### config.mk
export PLATFORM = sky130hd
export DESIGN_NAME = core_status
export DESIGN_NICKNAME = d
export VERILOG_FILES = /design/src/rtl/core_status.sv
export SDC_FILE = /design/constraint.sdc
export NUM_CORES = 1
export LEC_CHECK = 0
export BUFFER_PORTS_ARGS = -buffer_cell sky130_fd_sc_hd__buf_4
export CAP_MARGIN = 20
export CORE_MARGIN = 2
export CORE_UTILIZATION = 36
export DETAILED_ROUTE_END_ITERATION = 8
export HOLD_SLACK_MARGIN = 0.08
export PLACE_DENSITY = 0.88
export SYNTH_ARGS = -nofsm -noshare
export SYNTH_HDL_FRONTEND = slang
export SYNTH_SLANG_ARGS = --single-unit
### constraint.sdc
create_clock -name I_clock -period 1.5 [get_ports I_clock]
set_input_delay 0.225 -clock I_clock [delete_from_list [all_inputs] [get_ports I_clock]]
set_output_delay 0.225 -clock I_clock [all_outputs]
set_load 0.02 [all_outputs]
### src/rtl/core_status.sv
// core_status: 2A03 processor status (P) register.
// Latches ALU flags, applies flag micro-ops, handles PLP/RTI pulls and
// PHP/BRK push formatting, keeps the poll-latched IRQ mask and evaluates
// branch conditions.
// Optional feature: define CORE_STATUS_DECIMAL_EN to store the D flag;
// otherwise D reads as 0 and SED/CLD are no-ops.
module core_status (
  input  logic       I_clock,
  input  logic       I_reset_n,
  input  logic       I_alu_write,
  input  logic       I_alu_carry,
  input  logic       I_alu_overflow,
  input  logic       I_alu_sign,
  input  logic       I_alu_zero,
  input  logic [2:0] I_flag_op,
  input  logic       I_pull,
  input  logic [7:0] I_data,
  input  logic       I_pull_immediate,
  input  logic       I_set_irq_disable,
  input  logic       I_poll,
  input  logic       I_brk_b,
  input  logic [2:0] I_branch_cond,
  output logic       O_carry,
  output logic       O_overflow,
  output logic       O_sign,
  output logic       O_zero,
  output logic       O_decimal,
  output logic       O_irq_disable,
  output logic       O_irq_mask,
  output logic [7:0] O_push_byte,
  output logic       O_branch_taken
);

  localparam logic [2:0] OP_CLC = 3'd1;
  localparam logic [2:0] OP_SEC = 3'd2;
  localparam logic [2:0] OP_CLI = 3'd3;
  localparam logic [2:0] OP_SEI = 3'd4;
  localparam logic [2:0] OP_CLV = 3'd5;
  localparam logic [2:0] OP_CLD = 3'd6;
  localparam logic [2:0] OP_SED = 3'd7;

  logic c_q, z_q, i_q, v_q, n_q, mask_q;
  logic c_d, z_d, i_d, v_d, n_d, mask_d;
  logic dec_flag;

  // Bits 5 and 4 of a pulled byte have no storage.
  logic unused_data_bits;
  assign unused_data_bits = ^I_data[5:4];

  // An op that targets a flag being written by a pull or the ALU loses.
  logic cvz_busy;
  logic id_busy;
  assign cvz_busy = I_pull | I_alu_write;
  assign id_busy  = I_pull;

  // Next-state for the C/Z/I/V/N flags and the IRQ mask.
  always_comb begin
    c_d    = c_q;
    z_d    = z_q;
    i_d    = i_q;
    v_d    = v_q;
    n_d    = n_q;
    mask_d = mask_q;

    if (I_pull) begin
      c_d = I_data[0];
      z_d = I_data[1];
      i_d = I_data[2];
      v_d = I_data[6];
      n_d = I_data[7];
    end else if (I_alu_write) begin
      c_d = I_alu_carry;
      z_d = I_alu_zero;
      v_d = I_alu_overflow;
      n_d = I_alu_sign;
    end

    case (I_flag_op)
      OP_CLC:  if (!cvz_busy) c_d = 1'b0;
      OP_SEC:  if (!cvz_busy) c_d = 1'b1;
      OP_CLV:  if (!cvz_busy) v_d = 1'b0;
      OP_CLI:  if (!id_busy)  i_d = 1'b0;
      OP_SEI:  if (!id_busy)  i_d = 1'b1;
      default: ;
    endcase

    // Interrupt entry always wins for I, even over a pull.
    i_d = i_d | I_set_irq_disable;

    // Poll samples the pre-update I, so CLI/SEI/PLP take effect one
    // instruction late; RTI bypasses that; interrupt entry masks at once.
    if (I_poll)
      mask_d = i_q;
    if (I_pull && I_pull_immediate)
      mask_d = I_data[2];
    if (I_set_irq_disable)
      mask_d = 1'b1;
  end

  // Flag and mask registers with synchronous active-low reset.
  always_ff @(posedge I_clock) begin
    if (!I_reset_n) begin
      c_q    <= 1'b0;
      z_q    <= 1'b0;
      i_q    <= 1'b1;
      v_q    <= 1'b0;
      n_q    <= 1'b0;
      mask_q <= 1'b1;
    end else begin
      c_q    <= c_d;
      z_q    <= z_d;
      i_q    <= i_d;
      v_q    <= v_d;
      n_q    <= n_d;
      mask_q <= mask_d;
    end
  end

`ifdef CORE_STATUS_DECIMAL_EN
  logic d_q, d_d;

  // Next-state for D: pull loads it, SED/CLD change it when no pull.
  always_comb begin
    d_d = d_q;
    if (I_pull)
      d_d = I_data[3];
    else if (I_flag_op == OP_SED)
      d_d = 1'b1;
    else if (I_flag_op == OP_CLD)
      d_d = 1'b0;
  end

  // D register with synchronous active-low reset.
  always_ff @(posedge I_clock) begin
    if (!I_reset_n)
      d_q <= 1'b0;
    else
      d_q <= d_d;
  end

  assign dec_flag = d_q;
`else
  // Without decimal storage the pulled D bit is discarded.
  logic unused_decimal_bit;
  assign unused_decimal_bit = I_data[3];
  assign dec_flag = 1'b0;
`endif

  assign O_carry       = c_q;
  assign O_zero        = z_q;
  assign O_overflow    = v_q;
  assign O_sign        = n_q;
  assign O_decimal     = dec_flag;
  assign O_irq_disable = i_q;
  assign O_irq_mask    = mask_q;

  // Push byte reflects registered flags only (NV1B DIZC).
  assign O_push_byte = {n_q, v_q, 1'b1, I_brk_b, dec_flag, i_q, z_q, c_q};

  // Branch condition: [2:1] picks N/V/C/Z, [0] is the value required.
  always_comb begin
    logic sel_flag;
    sel_flag = n_q;
    case (I_branch_cond[2:1])
      2'b00: sel_flag = n_q;
      2'b01: sel_flag = v_q;
      2'b10: sel_flag = c_q;
      2'b11: sel_flag = z_q;
      default: sel_flag = n_q;
    endcase
    O_branch_taken = (sel_flag == I_branch_cond[0]);
  end

endmodule

---- After elaboration in Yosys (flattened, before gate mapping) ----
Cells that the tools add are included.
word-level totals
  bits in registers ....................... 6
  bits of input ports ..................... 26
  output and inout bits ................... 16
  word-level logic and storage cells ...... 43
operators by class
  eq/ne operators ......................... 9
  mux-type cells .......................... 20
  bitwise operators ....................... 3
  reduce and logical (&&, ||, !) cells .... 5
operators by type and width
  operator              count
  $mux W1               17
  $eq A3 B2 Y1 const B  2
  $eq A3 B3 Y1 const B  2
  $eq A2 B2 Y1 const B  2
  $pmux W1 S2           2
  $pmux W1 S4           1
  $reduce_bool A2 Y1    2
  $eq A3 B1 Y1 const B  1
  $eq A2 B1 Y1 const B  1
  $logic_not A2 Y1      1
  $or A1 B1 Y1          2
  $reduce_or A2 Y1      1
  $eq A1 B1 Y1          1
  $logic_and A1 B1 Y1   1
  $not A1 Y1            1

---- Depth between registers and ports, before layout ----
  depth in word-level cells ............... 4
  depth in mapped cells ................... 4
  depth with buffers taken out ............ 3

---- Worst setup path after synthesis ----
No wires, ideal clock.
  kind .................................... reg-to-output
  start ................................... register z_q (netlist: O_zero)
  end ..................................... output port O_branch_taken
  arrival time ............................ 1.259 ns
  data required time ...................... 1.275 ns
  slack ................................... 0.016 ns
  stages on the path, launching flop included .. 3
  buffers on the path ..................... 0
  path through ............................ dfxtp_1 mux4_2 xnor2_1
on the way
  longest elaborated chain between the ends .. 2
ends and longest elaborated chain
  element                 RTL line  source
  start, declared         42        logic c_q, z_q, i_q, v_q, n_q, mask_q;
  start signal, assigned  111       z_q <= z_d;
  $pmux W1 S4             164       case (I_branch_cond[2:1])
  $eq A1 B1 Y1            171       O_branch_taken = (sel_flag == I_branch_cond[0]);
  end, declared           31        output logic O_branch_taken
No other way between the ends.

---- Final worst setup path ----
  start ................................... register v_q (netlist: O_overflow)
  end ..................................... output port O_branch_taken
on the way
  longest elaborated chain between the ends .. 2
ends and longest elaborated chain
  element                 RTL line  source
  start, declared         42
  start signal, assigned  113       v_q <= v_d;
  $pmux W1 S4             164
  $eq A1 B1 Y1            171
No other way between the ends.

==> results by group <==
Status
  – Outcome: finished with violations
  – Failing checks: negative setup slack

Route
  – Post-Route WL: 1264 µm
  – Drt first-iter violations: 18
  – Drt wl/cell: 12.64 µm
  – DR DRC count: 0
  – Post-route ant nets: 0
  – Via count: 526
  – First-pass DRT Iterations: 4
  – Vias per cell: 5.260

Layout
  – Final net count: 113
  – Cell area after layout: 729.5 µm²
  – Area delta synth->final: 52.62%
  – Post-Route Utilization: 0.5750
  – # diodes: 0
  – Share of layout cells above drive strength 1: 0.5765

Synth
  – Synthesized flop and latch total: 6
  – Mapped Cells: 55
  – Synth unique cells: 26
  – Syn Area/Cell: 8.690 µm²
  – Mapped cell area: 478.0 µm²
  – Mux cell area share after synthesis: 0.1309
  – Yosys warns: 0
  – Complex-gate fraction of the synthesized area: 0.2120
  – Post-Synth Simple-Gate Area: 0.1885
  – Register area share after synthesis: 0.2513
  – Largest family of logic cells by synthesized area: compound AO/OA/AOI/OAI gates
  – Post-synthesis xor/xnor area fraction: 0.01832
  – Adder and majority gate portion of the synthesized area: 0

Placement
  – Area post-placement: 664.4 µm²
  – Dpl ws: 141.6 ps
  – Routability congestion estimate from global placement: 0.8070
  – Port Buffers: 33

Global route
  – Antenna violations before repair: 0
  – First-pass GRT wire length: 1759 µm
  – Pin count of the biggest net entering global routing: 12
  – Total grt overflow: 0
  – Vias in the first global route: 435
  – Total GRT Usage: 0.1748

STA
  – FMAX: 0.6315 GHz
  – Crit share post-route: 1.056
  – Final min period: 1584 ps
  – Unrepaired setup endpoints after global routing: true
  – Hold slack: 207.6 ps
  – Slew Viols, Final: 0
  – Post-route setup slack: -83.62 ps
  – Skew final: 0.1116 ps
  – Hold Fails Final Rpt: 0
  – Final setup vio count: 1

Clock tree
  – Worst skew pair latency: 250 ps
  – TritonCTS clock tree: built
  – Clk slew on worst S/H paths: 50 ps
  – H-tree depth: 1
  – Post-CTS Hold Fix Bufs: 0
  – Root buffer cell: clkbuf_4
  – Clock Path Buffers: 2
  – # clock sinks: 6
  – CTS buffer count: 3

Die
  – Die X: 40.44 µm
  – Core area: 0.001269 mm²
  – Die area: 0.001635 mm²
  – Die height: 40.44 µm
  – Rows: 13
  – Starting Density: 0.3767
  – Top Ports: 42

Pwr
  – Net Sw Power: 172.6 µW
  – Combinational share of power: 0.389
  – Clock power frac: 0.282
  – Power Density: 753.1 mW/mm²
  – Sequential share of power: 0.329
  – Switching share of power: 0.3142
  – VDD IR-drop max: 356.6 µV
  – P_leak: 0.3720 nW
  – Internal power: 376.8 µW
  – Final total power: 549.4 µW

Min path
  – Min-delay worst type: in2reg

Setup path
  – Critical Setup Path Class: reg2out
  – Setup crit start kind: register
  – CP max FO: 2
  – Arrival @ worst endpoint: 1360 ps
  – CP endpoint kind: output port
  – Crit path required time: 1270 ps

Job
  – Max_cap viols: 0
## cells by family (layout without fill, tap and decap cells)
family | Yosys count | after routing
XOR/XNOR | 1 | 1
multiplexers | 5 | 5
flip-flops | 6 | 6
AO/OA/AOI/OAI | 14 | 14
AND/OR/NAND/NOR | 15 | 15
other | 2 | 3
buffers and inverters | 12 | 41
## cell usage after synthesis, drive strengths merged
master  instances  area share
nand2           4       0.031
o21ai           2       0.021
buf            11        0.18
or3b            1       0.024
mux4            1       0.047
conb            2       0.016
and4bb          1       0.026
and3            1       0.013
nand4           1       0.013
o211ai          1       0.016
a41oi           1       0.018
xnor2           1       0.018
a31oi           1       0.026
mux2i           4       0.084
nor2b           2       0.026
a21oi           5       0.052
or3             1       0.013
o211a           2       0.042
nand2b          2       0.026
a311o           1       0.021
o31ai           1       0.016
dfxtp           6        0.25
nor2            2       0.016
inv             1      0.0078
## routing by layer
metal  track usage  up-vias  share of wire
met4        0.1583        0          0.028
met1        0.1803      249           0.37
met3       0.05000        6          0.074
li1              -      248              -
met2        0.2817       23           0.53
met5             0        -              0
## through the flow
step,TNS [ps],instances
after global routing,-114.3,100
after floorplan,0,56
after detailed placement,0,93
after global placement,0,93
after CTS,-106.2,100
final,-83.62,100
## critical path: stages, from the launching register on
cell and delay (ps):
dfxtp_2 320, mux4_2 490, xnor2_2 150, buf_4 150
## cell usage in the layout (no fill, tap or decap)
cell and count:
o211a_1 2, and4bb_2 1, a31oi_2 1, mux2i_1 4
nor2b_1 2, or3b_4 1, o21ai_0 2, nand2_1 4
a311o_1 1, mux4_2 1, nor2_1 2, xnor2_2 1
buf_4 37, inv_1 1, conb_1 3, and3_1 1
nand4_1 1, o31ai_1 1, a21oi_1 5, clkbuf_4 3
o211ai_1 1, nand2b_1 2, a41oi_1 1, or3_1 1
dfxtp_1 2, dfxtp_2 4
## flip-flops by register name, summed over array words and instances, names as in the netlist
signal         count
O_carry            1
O_irq_disable      1
O_irq_mask         1
O_overflow         1
O_sign             1
O_zero             1
## layout make-up
cell class	instances	area (µm²)
clock buffer	3	22.52
fill	119	539.3
inverter	1	3.754
multi-input combinational	38	281.5
sequential	6	125.1
tap	15	18.77
timing repair buffer	37	277.8
## what timing repair did
action                                  4_1_cts  5_1_grt
setup buffers                                 4        0
hold endpoints to repair                      0        0
pin swaps                                     1        1
endpoints found under the setup margin        1        1
cloned                                        0        0
resized for setup                             4        1
## final timing paths
| check | startpoint | endpoint | slack, ps | cells past startpoint |
|---|---|---|---|---|
| hold reg to reg | O_irq_disable | O_irq_disable | 560 | 2 |
| setup / recovery | O_overflow | O_branch_taken | -80 | 3 |
| setup reg to reg | O_carry | O_carry | 330 | 4 |
| hold / removal | I_data[2] | O_irq_disable | 210 | 3 |
## power groups by stage
stage,Clock (mW),Combinational (mW),Sequential (mW)
finish,0.155,0.214,0.181
CTS,0.158,0.209,0.180
global route,0.174,0.228,0.182
detailed placement,0,0.190,0.187
floorplan,0,0.107,0.198
global placement,0,0.186,0.186
Note: power is estimated with default switching activity, not from simulation.
